[src/rtl/inv_probe_pkg.sv]
// Shared types and constants for the inverting-loop probe family.
// State encoding plus the fixed latency of a zero-delay loop.
package inv_probe_pkg;

  typedef enum logic [2:0] {
    ST_IDLE,
    ST_LAUNCH,
    ST_WAIT_RESP,
    ST_SETTLE,
    ST_DONE
  } probe_state_e;

  // Toggle edge plus two synchroniser flops: a direct inverter reads back as 3.
  localparam int ZERO_DELAY_OFFSET = 3;

endpackage

[src/rtl/inv_loop_probe_sync2.sv]
// Two-flop synchroniser for a single asynchronous bit, reset to 0.
// Shared by the probe blocks that sample signals from an element under test.
module sync2 (
  input  logic clk,
  input  logic rst_n,
  input  logic d_i,
  output logic q_o
);

  logic meta_q;
  logic sync_q;

  always_ff @(posedge clk or negedge rst_n) begin
    if (!rst_n) begin
      meta_q <= 1'b0;
      sync_q <= 1'b0;
    end else begin
      meta_q <= d_i;
      sync_q <= meta_q;
    end
  end

  assign q_o = sync_q;

endmodule

[src/rtl/inv_loop_probe.sv]
// Drives an inverting element, counts cycles until its inverted response returns,
// and reports last/min/max loop delay over a programmable number of edges.
module inv_loop_probe
  import inv_probe_pkg::*;
#(
  parameter int CNT_W   = 16,
  parameter int TIMEOUT = 1023,
  parameter int SETTLE  = 4
) (
  input  logic             clk,
  input  logic             rst_n,
  input  logic             start,
  input  logic [7:0]       n_meas,
  input  logic             resp,
  output logic             stim,
  output logic             busy,
  output logic             done,
  output logic             timeout_err,
  output logic             precheck_err,
  output logic [7:0]       meas_count,
  output logic [CNT_W-1:0] last_delay,
  output logic [CNT_W-1:0] min_delay,
  output logic [CNT_W-1:0] max_delay
);

  localparam int SET_W = (SETTLE < 2) ? 1 : $clog2(SETTLE + 1);
  localparam logic [CNT_W-1:0] TMO_LIMIT  = CNT_W'(TIMEOUT);
  localparam logic [SET_W-1:0] SET_RELOAD = SET_W'(SETTLE - 1);

  probe_state_e     state_q, state_d;
  logic             stim_q, stim_d;
  logic [7:0]       n_q, n_d;
  logic [CNT_W-1:0] cnt_q, cnt_d;
  logic [SET_W-1:0] set_q, set_d;
  logic             tmo_q, tmo_d;
  logic             pre_q, pre_d;
  logic [7:0]       meas_q, meas_d;
  logic [CNT_W-1:0] last_q, last_d;
  logic [CNT_W-1:0] min_q, min_d;
  logic [CNT_W-1:0] max_q, max_d;

  logic resp_s;
  logic resp_ok;

  sync2 u_sync (
    .clk   (clk),
    .rst_n (rst_n),
    .d_i   (resp),
    .q_o   (resp_s)
  );

  // The element is inverting, so a settled loop always reads back ~stim.
  assign resp_ok = (resp_s == ~stim_q);

  always_ff @(posedge clk or negedge rst_n) begin
    if (!rst_n) begin
      state_q <= ST_IDLE;
    end else begin
      state_q <= state_d;
    end
  end

  always_comb begin
    state_d = state_q;
    case (state_q)
      ST_IDLE: begin
        if (start) begin
          if (n_meas == 8'd0) begin
            state_d = ST_DONE;
          end else if (!resp_ok) begin
            state_d = ST_DONE;
          end else begin
            state_d = ST_LAUNCH;
          end
        end
      end
      ST_LAUNCH: state_d = ST_WAIT_RESP;
      ST_WAIT_RESP: begin
        if (resp_ok) begin
          state_d = ST_SETTLE;
        end else if (cnt_q == TMO_LIMIT) begin
          state_d = ST_DONE;
        end
      end
      ST_SETTLE: begin
        if (set_q == '0) begin
          state_d = (meas_q == n_q) ? ST_DONE : ST_LAUNCH;
        end
      end
      ST_DONE: state_d = ST_IDLE;
      default: state_d = ST_IDLE;
    endcase
  end

  always_comb begin
    stim_d = stim_q;
    n_d    = n_q;
    cnt_d  = cnt_q;
    set_d  = set_q;
    tmo_d  = tmo_q;
    pre_d  = pre_q;
    meas_d = meas_q;
    last_d = last_q;
    min_d  = min_q;
    max_d  = max_q;
    case (state_q)
      ST_IDLE: begin
        if (start) begin
          n_d    = n_meas;
          tmo_d  = 1'b0;
          pre_d  = 1'b0;
          meas_d = 8'd0;
          min_d  = '1;
          max_d  = '0;
          if ((n_meas != 8'd0) && !resp_ok) begin
            pre_d = 1'b1;
          end
        end
      end
      ST_LAUNCH: begin
        stim_d = ~stim_q;
        cnt_d  = CNT_W'(1);
      end
      ST_WAIT_RESP: begin
        // A response arriving on the timeout cycle still counts as a measurement.
        if (resp_ok) begin
          last_d = cnt_q;
          if (cnt_q < min_q) begin
            min_d = cnt_q;
          end
          if (cnt_q > max_q) begin
            max_d = cnt_q;
          end
          meas_d = meas_q + 8'd1;
          set_d  = SET_RELOAD;
        end else if (cnt_q == TMO_LIMIT) begin
          tmo_d = 1'b1;
        end else begin
          cnt_d = cnt_q + 1'b1;
        end
      end
      ST_SETTLE: begin
        if (set_q != '0) begin
          set_d = set_q - 1'b1;
        end
      end
      default: ;
    endcase
  end

  always_ff @(posedge clk or negedge rst_n) begin
    if (!rst_n) begin
      stim_q <= 1'b0;
      n_q    <= 8'd0;
      cnt_q  <= '0;
      set_q  <= '0;
      tmo_q  <= 1'b0;
      pre_q  <= 1'b0;
      meas_q <= 8'd0;
      last_q <= '0;
      min_q  <= '1;
      max_q  <= '0;
    end else begin
      stim_q <= stim_d;
      n_q    <= n_d;
      cnt_q  <= cnt_d;
      set_q  <= set_d;
      tmo_q  <= tmo_d;
      pre_q  <= pre_d;
      meas_q <= meas_d;
      last_q <= last_d;
      min_q  <= min_d;
      max_q  <= max_d;
    end
  end

  always_comb begin
    busy         = (state_q != ST_IDLE);
    done         = (state_q == ST_DONE);
    stim         = stim_q;
    timeout_err  = tmo_q;
    precheck_err = pre_q;
    meas_count   = meas_q;
    last_delay   = last_q;
    min_delay    = min_q;
    max_delay    = max_q;
  end

endmodule

[config.mk]
export PLATFORM = sky130hd
export DESIGN_NAME = inv_loop_probe
export DESIGN_NICKNAME = d
export VERILOG_FILES = /design/src/rtl/inv_probe_pkg.sv /design/src/rtl/inv_loop_probe_sync2.sv /design/src/rtl/inv_loop_probe.sv
export SDC_FILE = /design/constraint.sdc
export NUM_CORES = 1
export LEC_CHECK = 0
export CORE_AREA = 2 2 115 117
export CTS_CLUSTER_SIZE = 25
export DETAILED_ROUTE_END_ITERATION = 7
export DIE_AREA = 0 0 117 119
export GPL_TIMING_DRIVEN = 0
export PLACE_DENSITY = 0.68
export SKIP_CTS_REPAIR_TIMING = 1
export SLEW_MARGIN = 20
export SYNTH_ARGS = -nofsm -noshare
export SYNTH_HDL_FRONTEND = slang
export SYNTH_SLANG_ARGS = --single-unit
export TNS_END_PERCENT = 10
[constraint.sdc]
create_clock -name clk -period 2.67 [get_ports clk]
set_input_delay 0.4005 -clock clk [delete_from_list [all_inputs] [get_ports clk]]
set_output_delay 0.4005 -clock clk [all_outputs]
set_load 0.03 [all_outputs]
==> metrics.yaml, run 1 <==
placement:
  dpl.cell_count: 739
  gp_congestion: 0.901
  dpl.hpwl_um: 9180
  io_buffers: 72
synthesis:
  async_flop_share_pct: 100
  ys_seq_area_share_pct: 46.4
  synth_simple_gate_area_share_pct: 17.3
  synth_edf_count: 0
  synthCells: 490
  yosysUniqueCellTypes: 55
  synth-seq-cells: 91
  synth_fa_ha_area_share_pct: 8.85
  syn_area_sq_um: 4950
  yosys.area_share.xor_xnor_pct: 4.40
  synth.net_count: 537
  syn_area_per_cell_sq_um: 10.1
  synth_compound_area_share_pct: 12.1
  synth_top_family_by_area: "simple AND/OR/NAND/NOR gates"
  ys.flop_type: "dfrtp_1"
  muxShareOfSynthArea_pct: 6.09
  yosys_warnings: 0
cells_and_area:
  stdcell_count: 761
  fin_util_pct: 48.9
  diodes: 0
  layout-drive-gt1-share_pct: 11.6
  final_common_cell: "nand2_1"
  fillers: 1153
  area_growth_pct: 27.2
  nets: 627
  layout_common_cells: "nand2_1 (86), dfrtp_1 (75), clkdlybuf4s50_1 (71)"
floorplan:
  ios: 73
  core_sq_um: 12900
  die_h_um: 119
  num_rows: 42
  dieArea_sq_um: 13900
  initial_utilization_pct: 38.4
  die_x_um: 117
global_routing:
  grt_first_pass_wirelength_um: 20300
  antenna_found_initial: 0
  grt_overflow: 0
  grt_pass1_vias: 4177
  grt_start_max_net_pins: 54
  track_usage_pct: 18.7
timing:
  slew_violations: 0
  layout_min_cycle_time_ns: 2.46
  final_hold_viol_count: 0
  max_slew.worst_pin.slew_ns: 0.692
  holdWs_ns: 0.363
  fmax_mhz: 406
  setup_tns_ns: 0
  slew_headroom_pct: 53.4
  final.setup_skew_ns: 0.00663
  period_share_pct: 92.2
  grt_setup_unrepaired: "no"
  setup_viol: 0
pwr:
  peakVddDrop_v: 0.000446
  clock_power_share_pct: 23.4
  internal-power_w: 0.00357
  comb_power_share_pct: 43.1
  pwr-share-seq_pct: 33.5
  p_per_area_nw_per_um2: 924
  p_sw_w: 0.00225
  p_sw_share_pct: 38.7
  leakage_nw: 2.90
worst_setup_path:
  required_ns: 2.93
  max_stage_delay_ns: 0.51
  path_delay_family: "simple AND/OR/NAND/NOR gates"
  worst_setup_path_start_kind: "flop"
  worst-path-buf-inv: 1
  end_kind: "flop"
  cp_max_fo: 10
  crit_chain: "ha_1 > nand4_1 > nor4_2 > o21ai_1 > a41oi_4 > buf_6 > mux2i_1"
  critPathKind: "flop to flop"
  slowest_stage: "dfrtp_1"
  crit_arrival_ns: 2.72
route:
  viasPerCell: 5.28
  drt_wl_total_um: 12500
  wl_per_cell_um: 16.4
  vias: 4015
  drc_errors: 0
  ant_nets: 0
  first_pass_iters: 4
  drt_iter0_markers: 206
outcome:
  status: "complete, no violations"
run:
  cap_violations: 0
min_path:
  holdCritPathClass: "flop to flop"
clock_network:
  clockRootBuffer: "clkbuf_16"
  cts.sinks: 91
  cts_buffers: 9
  clk_latency_ns: 0.34
  clkTransAtPathRegs_ns: 0.07
  cts_max_level: 3
  cts_tree: "yes"
  clockBufferDepth: 2
through the flow:
step	power, W	worst slack [ns]	cell area [sq um]
after floorplan	0.00361	0.228	4950
after detailed placement	0.00440	-0.113	5920
after global placement	0.00432	-2.11	5890
after CTS	0.00578	-0.121	6230
final	0.00582	0.208	6290
after global routing	0.00617	0.0578	6290
final timing paths:
path	startpoint	endpoint	slack (ns)	cells after the start
setup / recovery	cnt_q[14]$_DFFE_PN0P_	max_delay[12]$_DFFE_PN0P_	0.21	7
hold / removal	u_sync.meta_q$_DFF_PN0_	u_sync.q_o$_DFF_PN0_	0.36	0
setup reg to reg	cnt_q[14]$_DFFE_PN0P_	max_delay[12]$_DFFE_PN0P_	0.21	7
hold reg to reg	u_sync.meta_q$_DFF_PN0_	u_sync.q_o$_DFF_PN0_	0.36	0
max in group asynchronous	rst_n	max_delay[12]$_DFFE_PN0P_	1.57	3
min in group asynchronous	rst_n	u_sync.q_o$_DFF_PN0_	0.52	2
sequential cells by signal (all words and copies together), names as in the netlist:
register and flops:
n_q 8, u_sync.meta_q 1, last_delay 16, state_q 3, set_q 3, cnt_q 16, min_delay 16, max_delay 16
stim 1, meas_count 8, precheck_err 1, timeout_err 1, u_sync.q_o 1
Yosys cell counts (2+ instances only):
master     instances  share of area (%)
xor2_1            18                3.2
and3_1             5               0.63
ha_1              35                8.8
o32a_1            16                3.2
nor2_1            27                2.0
clkbuf_1          10               0.76
or2_2              5               0.63
mux2i_1           20                4.0
o31ai_1            3               0.46
inv_1             38                2.9
o211ai_1           3               0.46
dfrtp_1           75                 38
a21o_1             2               0.30
nand4_1           12                1.5
o21a_1             2               0.30
a21oi_1           14                1.4
a211o_1            2               0.35
xnor2_1            5               0.88
o21ai_0           15                1.5
mux2_2             4               0.91
nor2b_1            3               0.38
a2111oi_4          2                1.1
nor4_1            10                1.3
buf_2              6               0.61
buf_4              2               0.30
o21ai_1            2               0.20
or3_1              2               0.25
or4_1              2               0.30
nor3_1            11                1.1
nand2_1           86                6.5
a211oi_1           3               0.46
nand3_1            7               0.71
mux2_1             5                1.1
dfstp_2           16                8.5
and4_1             2               0.35
kinds of logic after synthesis:
kind of cell,Yosys count
simple gates,179
flops,91
compound gates,74
buf+inv,58
fa+ha+maj,35
mux,29
xor+xnor,24
power groups by stage:
stage                     combinational (W)  sequential, W  clock, W
after CTS                           0.00244        0.00195   0.00138
after detailed placement            0.00243        0.00197         0
after global placement              0.00235        0.00196         0
final                               0.00251        0.00195   0.00136
after floorplan                     0.00143        0.00218         0
after global routing                0.00272        0.00199   0.00146
per-layer routing:
metal	global-route usage, %	share of wire (%)	vias up
li1	-	-	1909
met1	23.5	42	1980
met2	31.1	51	101
met3	4.33	4.8	25
met4	7.13	2.3	0
met5	0	0	-
cell type report:
type                    instances  area (sq um)  share of cell area [%]
multi-input cells             341          2420                    38.5
flip-flops and latches         91          2300                    36.5
repair buffers                 79           797                    12.7
clock buffers                   9           225                    3.58
well taps                     176           220                    3.50
inverters                      38           143                    2.27
plain buffers                  20          97.6                    1.55
clock inverters                 7          91.3                    1.45
Note: power is estimated with default switching activity, not from simulation.
==> inputs of run 2 (changes only) <==
- RECOVER_POWER: not set -> 25
==> run 2 against run 1 <==
  * Clock power about the same
  * Global-route usage unchanged
  * Combinational power about the same
  * Total power decreased by 0.11%
  * Via count increased by 0.32%
  * Cell count unchanged
  * Hold slack about the same
  * Maximum frequency decreased by 0.49%
  * Worst setup slack got worse by 0.012 ns
  * Clock skew about the same
  * Critical path type unchanged
==> metrics.yaml, run 2 (same netlist as run 1, synthesis figures left out) <==
clock_network:
  clk_latency_ns: 0.35  # about the same
  cts_max_level: 3  # unchanged
  clockBufferDepth: 2  # unchanged
  cts_buffers: 9  # unchanged
  clockRootBuffer: "clkbuf_16"
  cts_tree: "yes"
  clkTransAtPathRegs_ns: 0.07  # about the same
  cts.sinks: 91  # unchanged
run:
  cap_violations: 0  # unchanged
route:
  drt_wl_total_um: 12500  # +0.26%
  drt_iter0_markers: 210  # +1.9%
  first_pass_iters: 5  # +1
  wl_per_cell_um: 16.5  # +0.26%
  ant_nets: 0  # unchanged
  viasPerCell: 5.29  # +0.32%
  vias: 4028  # +0.32%
  drc_errors: 0  # unchanged
cells_and_area:
  final_common_cell: "nand2_1"
  layout_common_cells: "nand2_1 (86), dfrtp_1 (75), clkdlybuf4s50_1 (70)"
  fin_util_pct: 48.7  # -0.20 points
  diodes: 0  # unchanged
  layout-drive-gt1-share_pct: 11.6  # unchanged
  fillers: 1154  # +0.087%
  nets: 627  # unchanged
  area_growth_pct: 26.7
floorplan:
  num_rows: 42  # unchanged
  die_x_um: 117  # unchanged
  dieArea_sq_um: 13900  # unchanged
  core_sq_um: 12900  # unchanged
  ios: 73  # unchanged
  die_h_um: 119  # unchanged
  initial_utilization_pct: 38.4  # unchanged
timing:
  slew_violations: 0  # unchanged
  period_share_pct: 92.7  # +0.46 points
  setup_ws_ns: 0.196  # -0.0122 ns
  holdWs_ns: 0.363  # -0.0000100 ns
  final.setup_skew_ns: 0.00630  # -0.000333 ns
  final_hold_viol_count: 0  # unchanged
  layout_min_cycle_time_ns: 2.47  # +0.0122 ns
  slew_headroom_pct: 35.1  # -18 points
  setup_viol: 0  # unchanged
  grt_setup_unrepaired: "no"
  fmax_mhz: 404  # -0.49%
  max_slew.worst_pin.slew_ns: 0.973  # +0.281 ns
worst_setup_path:
  max_stage_delay_ns: 0.52  # about the same
  reg2reg_setup_slack_ns: 0.20  # about the same
  cp_max_fo: 10  # unchanged
  crit_arrival_ns: 2.73  # about the same
  critPathKind: "flop to flop"
  slowest_stage: "dfrtp_1"
  path_delay_family: "simple AND/OR/NAND/NOR gates"
  worst_setup_path_start_kind: "flop"
  required_ns: 2.93  # about the same
  worst-path-buf-inv: 1  # unchanged
  crit_chain: "ha_1 > nand4_1 > nor4_2 > o21ai_1 > a41oi_4 > buf_6 > mux2i_1"
  end_kind: "flop"
placement:
  io_buffers: 72  # unchanged
  place_worst_setup_slack_ns: -0.113  # unchanged
  gp_congestion: 0.901  # unchanged
  dpl.hpwl_um: 9180  # unchanged
global_routing:
  grt_overflow: 0  # unchanged
  grt_pass1_vias: 4177  # unchanged
  grt_first_pass_wirelength_um: 20300  # unchanged
  track_usage_pct: 18.7  # unchanged
  antenna_found_initial: 0  # unchanged
  grt_start_max_net_pins: 54  # unchanged
pwr:
  p_per_area_nw_per_um2: 927  # +0.31%
  leakage_nw: 2.89  # -0.33%
  peakVddDrop_v: 0.000447  # +0.13%
outcome:
  status: "complete, no violations"
min_path:
  holdCritPathClass: "flop to flop"
==> run 2: cell types whose count changed in the layout (fill, tap and decap cells not counted) <==
cell / change
buf_16: -1
buf_6: -1
clkbuf_2: +1
clkbuf_4: +1
clkdlybuf4s50_1: -1
dlygate4sd3_1: +1
==> run 2: layout make-up <==
cell class	instances	area [sq um]	share of cell area (%)
flip-flops and latches	91	2300	36.6
clock buffers	9	225	3.59
inverters	38	143	2.28
plain buffers	20	97.6	1.56
clock inverters	7	91.3	1.46
well taps	176	220	3.51
repair buffers	79	771	12.3
multi-input cells	341	2420	38.7
==> run 2: final timing paths <==
check	to	cells after the start	from
min	u_sync.q_o$_DFF_PN0_	0	u_sync.meta_q$_DFF_PN0_
min reg2reg	u_sync.q_o$_DFF_PN0_	0	u_sync.meta_q$_DFF_PN0_
max	max_delay[8]$_DFFE_PN0P_	7	cnt_q[14]$_DFFE_PN0P_
max reg2reg	max_delay[8]$_DFFE_PN0P_	7	cnt_q[14]$_DFFE_PN0P_
max in group asynchronous	max_delay[12]$_DFFE_PN0P_	3	rst_n
min in group asynchronous	u_sync.q_o$_DFF_PN0_	2	rst_n
==> run 2: metal layers <==
layer / global-route usage (%) / wire, um
met5: 0 / 0
met1: 23.5 / 5260
met3: 4.33 / 659
met2: 31.1 / 6310
met4: 7.13 / 291
==> run 2: report_power, final <==
part | switching [W] | internal, W | total [W]
clock network | 0.000541 | 0.000818 | 0.00136
registers | 0.000242 | 0.00171 | 0.00195
logic | 0.00147 | 0.00104 | 0.00250
==> run 2: stage by stage <==
stage | power, W | cells | TNS [ns] | instance area (sq um)
2_1_floorplan | 0.00361 | 490 | 0 | 4950
3_3_place_gp | 0.00432 | 738 | -174.21 | 5890
3_5_place_dp | 0.00440 | 739 | -0.865 | 5920
4_1_cts | 0.00578 | 755 | -0.996 | 6230
5_1_grt | 0.00617 | 761 | 0 | 6270
6_report | 0.00581 | 761 | 0 | 6270
==> inputs of run 3 (changes only) <==
- CORE_AREA: 2 2 115 117 -> 8 8 104 106
- CTS_CLUSTER_SIZE: 25 -> 10
- DIE_AREA: 0 0 117 119 -> 0 0 112 114
- PLACE_DENSITY: 0.68 -> 0.87
==> run 3 against run 2 <==
  * Final area decreased by 3.9%
  * Worst setup slack got worse by 0.091 ns
  * Non-clock buffer count down 2
  * First-iteration DRC count grew 0.48%
  * Utilization increased by 17 points
  * Largest power group unchanged
  * Total power fell by 8.6%
  * Combinational power rose by 2%
  * Hold slack got worse by 0.044 ns
  * Largest cell class unchanged
  * Sequential share of layout area grew 1.5 points
==> metrics.yaml, run 3 (same netlist as run 1, synthesis figures left out) <==
timing:
  setup_ws_ns: 0.105  # -0.0911 ns
  slew_violations: 0  # unchanged
  final_hold_viol_count: 0  # unchanged
  max_slew.worst_pin.slew_ns: 1.29  # +0.319 ns
  slew_headroom_pct: 13.8  # -21 points
  final.setup_skew_ns: 0.00915  # +0.00286 ns
  period_share_pct: 96.1  # +3.4 points
  fmax_mhz: 390  # -3.6%
  layout_min_cycle_time_ns: 2.57  # +0.0911 ns
  holdWs_ns: 0.320  # -0.0437 ns
  setup_viol: 0  # unchanged
worst_setup_path:
  ff2ff_path_depth: 8  # +1
  required_ns: 2.97  # +0.04 ns
  cp_max_fo: 10  # unchanged
  crit_chain: "inv_1 > ha_1 > nand4_1 > nor3_1 > or3_1 > a2111oi_4 > buf_6 > o32a_1"
  max_stage_delay_ns: 0.59  # +0.07 ns
  worst_setup_path_start_kind: "flop"
  crit_arrival_ns: 2.86  # +0.13 ns
  critPathKind: "flop to flop"
  end_kind: "flop"
  slowest_stage: "a2111oi_4"
cells_and_area:
  fin_area_sq_um: 6020  # -3.9%
  area_growth_pct: 21.7
  diodes: 0  # unchanged
  fin_util_pct: 66.1  # +17 points
  stdcell_count: 694  # -8.8%
  nets: 625  # -0.32%
  final_common_cell: "nand2_1"
  layout_common_cells: "nand2_1 (86), dfrtp_1 (75), clkdlybuf4s50_1 (70)"
  layout-drive-gt1-share_pct: 10.8  # -0.82 points
global_routing:
  grt_first_pass_wirelength_um: 20300  # about the same
  grt_pass1_vias: 4235  # +1.4%
  track_usage_pct: 19.6  # +0.88 points
  grt_overflow: 0  # unchanged
  grt_start_max_net_pins: 55  # +1.9%
  antenna_found_initial: 0  # unchanged
clock_network:
  cts_max_level: 3  # unchanged
  clkTransAtPathRegs_ns: 0.09  # +0.02 ns
  clockBufferDepth: 2  # unchanged
  cts_tree: "yes"
  clk_latency_ns: 0.36  # about the same
  clockRootBuffer: "clkbuf_8"
  cts.sinks: 91  # unchanged
  cts_buffers: 9  # unchanged
pwr:
  peakVddDrop_v: 0.000653  # +46%
  p_per_area_nw_per_um2: 882  # -4.9%
  leakage_nw: 2.80  # -3.0%
route:
  met3WireLength_um: 797  # +21%
  vias: 4060  # +0.79%
  drc_errors: 0  # unchanged
  dr.max_layer_used: "met4"
  wl_per_cell_um: 17.9  # +8.6%
  first_pass_iters: 4  # -1
  drt_iter0_markers: 211  # +0.48%
  met1Wirelength_um: 5190  # -1.2%
  ant_nets: 0  # unchanged
  drt_wl_total_um: 12400  # -0.92%
  viasPerCell: 5.85  # +11%
  wl_met2_um: 6070  # -3.9%
placement:
  gp_congestion: 0.877  # -2.6%
  io_buffers: 72  # unchanged
  placed_area_sq_um: 5830  # -1.6%
  dpl.cell_count: 674  # -8.8%
  dpl.hpwl_um: 9230  # +0.58%
  place_worst_setup_slack_ns: -0.00387  # +0.109 ns
outcome:
  status: "complete, no violations"
floorplan:
  die_h_um: 114  # -4.2%
  dieArea_sq_um: 12800  # -8.3%
  core_sq_um: 9110  # -29%
  initial_utilization_pct: 54.3  # +16 points
  die_x_um: 112  # -4.3%
  num_rows: 35  # -17%
  ios: 73  # unchanged
run:
  cap_violations: 0  # unchanged
min_path:
  holdCritPathClass: "input pin to asynchronous set/reset pin"
run 3: area by class of cell:
class	count	area, sq um
plain buffers	20	101
clock buffers	12	135
clock inverters	4	27.5
fillers	727	3090
inverters	38	143
multi-input cells	341	2420
flip-flops and latches	91	2300
well taps	111	139
repair buffers	77	763
run 3: critical path: cells and delay by family, from the launching register on:
family / cells / cell delay [ns]
compound gates: 2 / 0.77
buf+inv: 2 / 0.27
flops: 1 / 0.55
simple gates: 3 / 0.62
fa+ha+maj: 1 / 0.30
run 3: where the power goes:
group	internal (W)	total, W	switching, W	leakage, nW
Combinational	0.00107	0.00255	0.00148	1.56
Sequential	0.00170	0.00194	0.000239	1.17
Clock	0.000338	0.000815	0.000477	0.0726
run 3: layer usage:
metal	up-vias	GRT usage, %
met4	0	9.26
met3	32	4.38
met1	1986	22.7
met5	-	0
li1	1890	-
met2	152	33.9
run 3: path summary, 6_finish.rpt:
kind / from / slack [ns] / end
setup / recovery: min_delay[14]$_DFFE_PN1P_ / 0.10 / min_delay[6]$_DFFE_PN1P_
hold / removal: rst_n / 0.32 / max_delay[11]$_DFFE_PN0P_
setup reg to reg: min_delay[14]$_DFFE_PN1P_ / 0.10 / min_delay[6]$_DFFE_PN1P_
hold reg to reg: u_sync.meta_q$_DFF_PN0_ / 0.36 / u_sync.q_o$_DFF_PN0_
max in group asynchronous: rst_n / 0.76 / meas_count[0]$_DFFE_PN0P_
min in group clk: u_sync.meta_q$_DFF_PN0_ / 0.36 / u_sync.q_o$_DFF_PN0_
run 3: per-stage QoR:
stage	total power (W)	TNS, ns
2_1_floorplan	0.00361	0
3_3_place_gp	0.00429	-159.65
3_5_place_dp	0.00439	-0.00387
4_1_cts	0.00521	-0.0602
5_1_grt	0.00560	-0.000749
6_report	0.00531	0
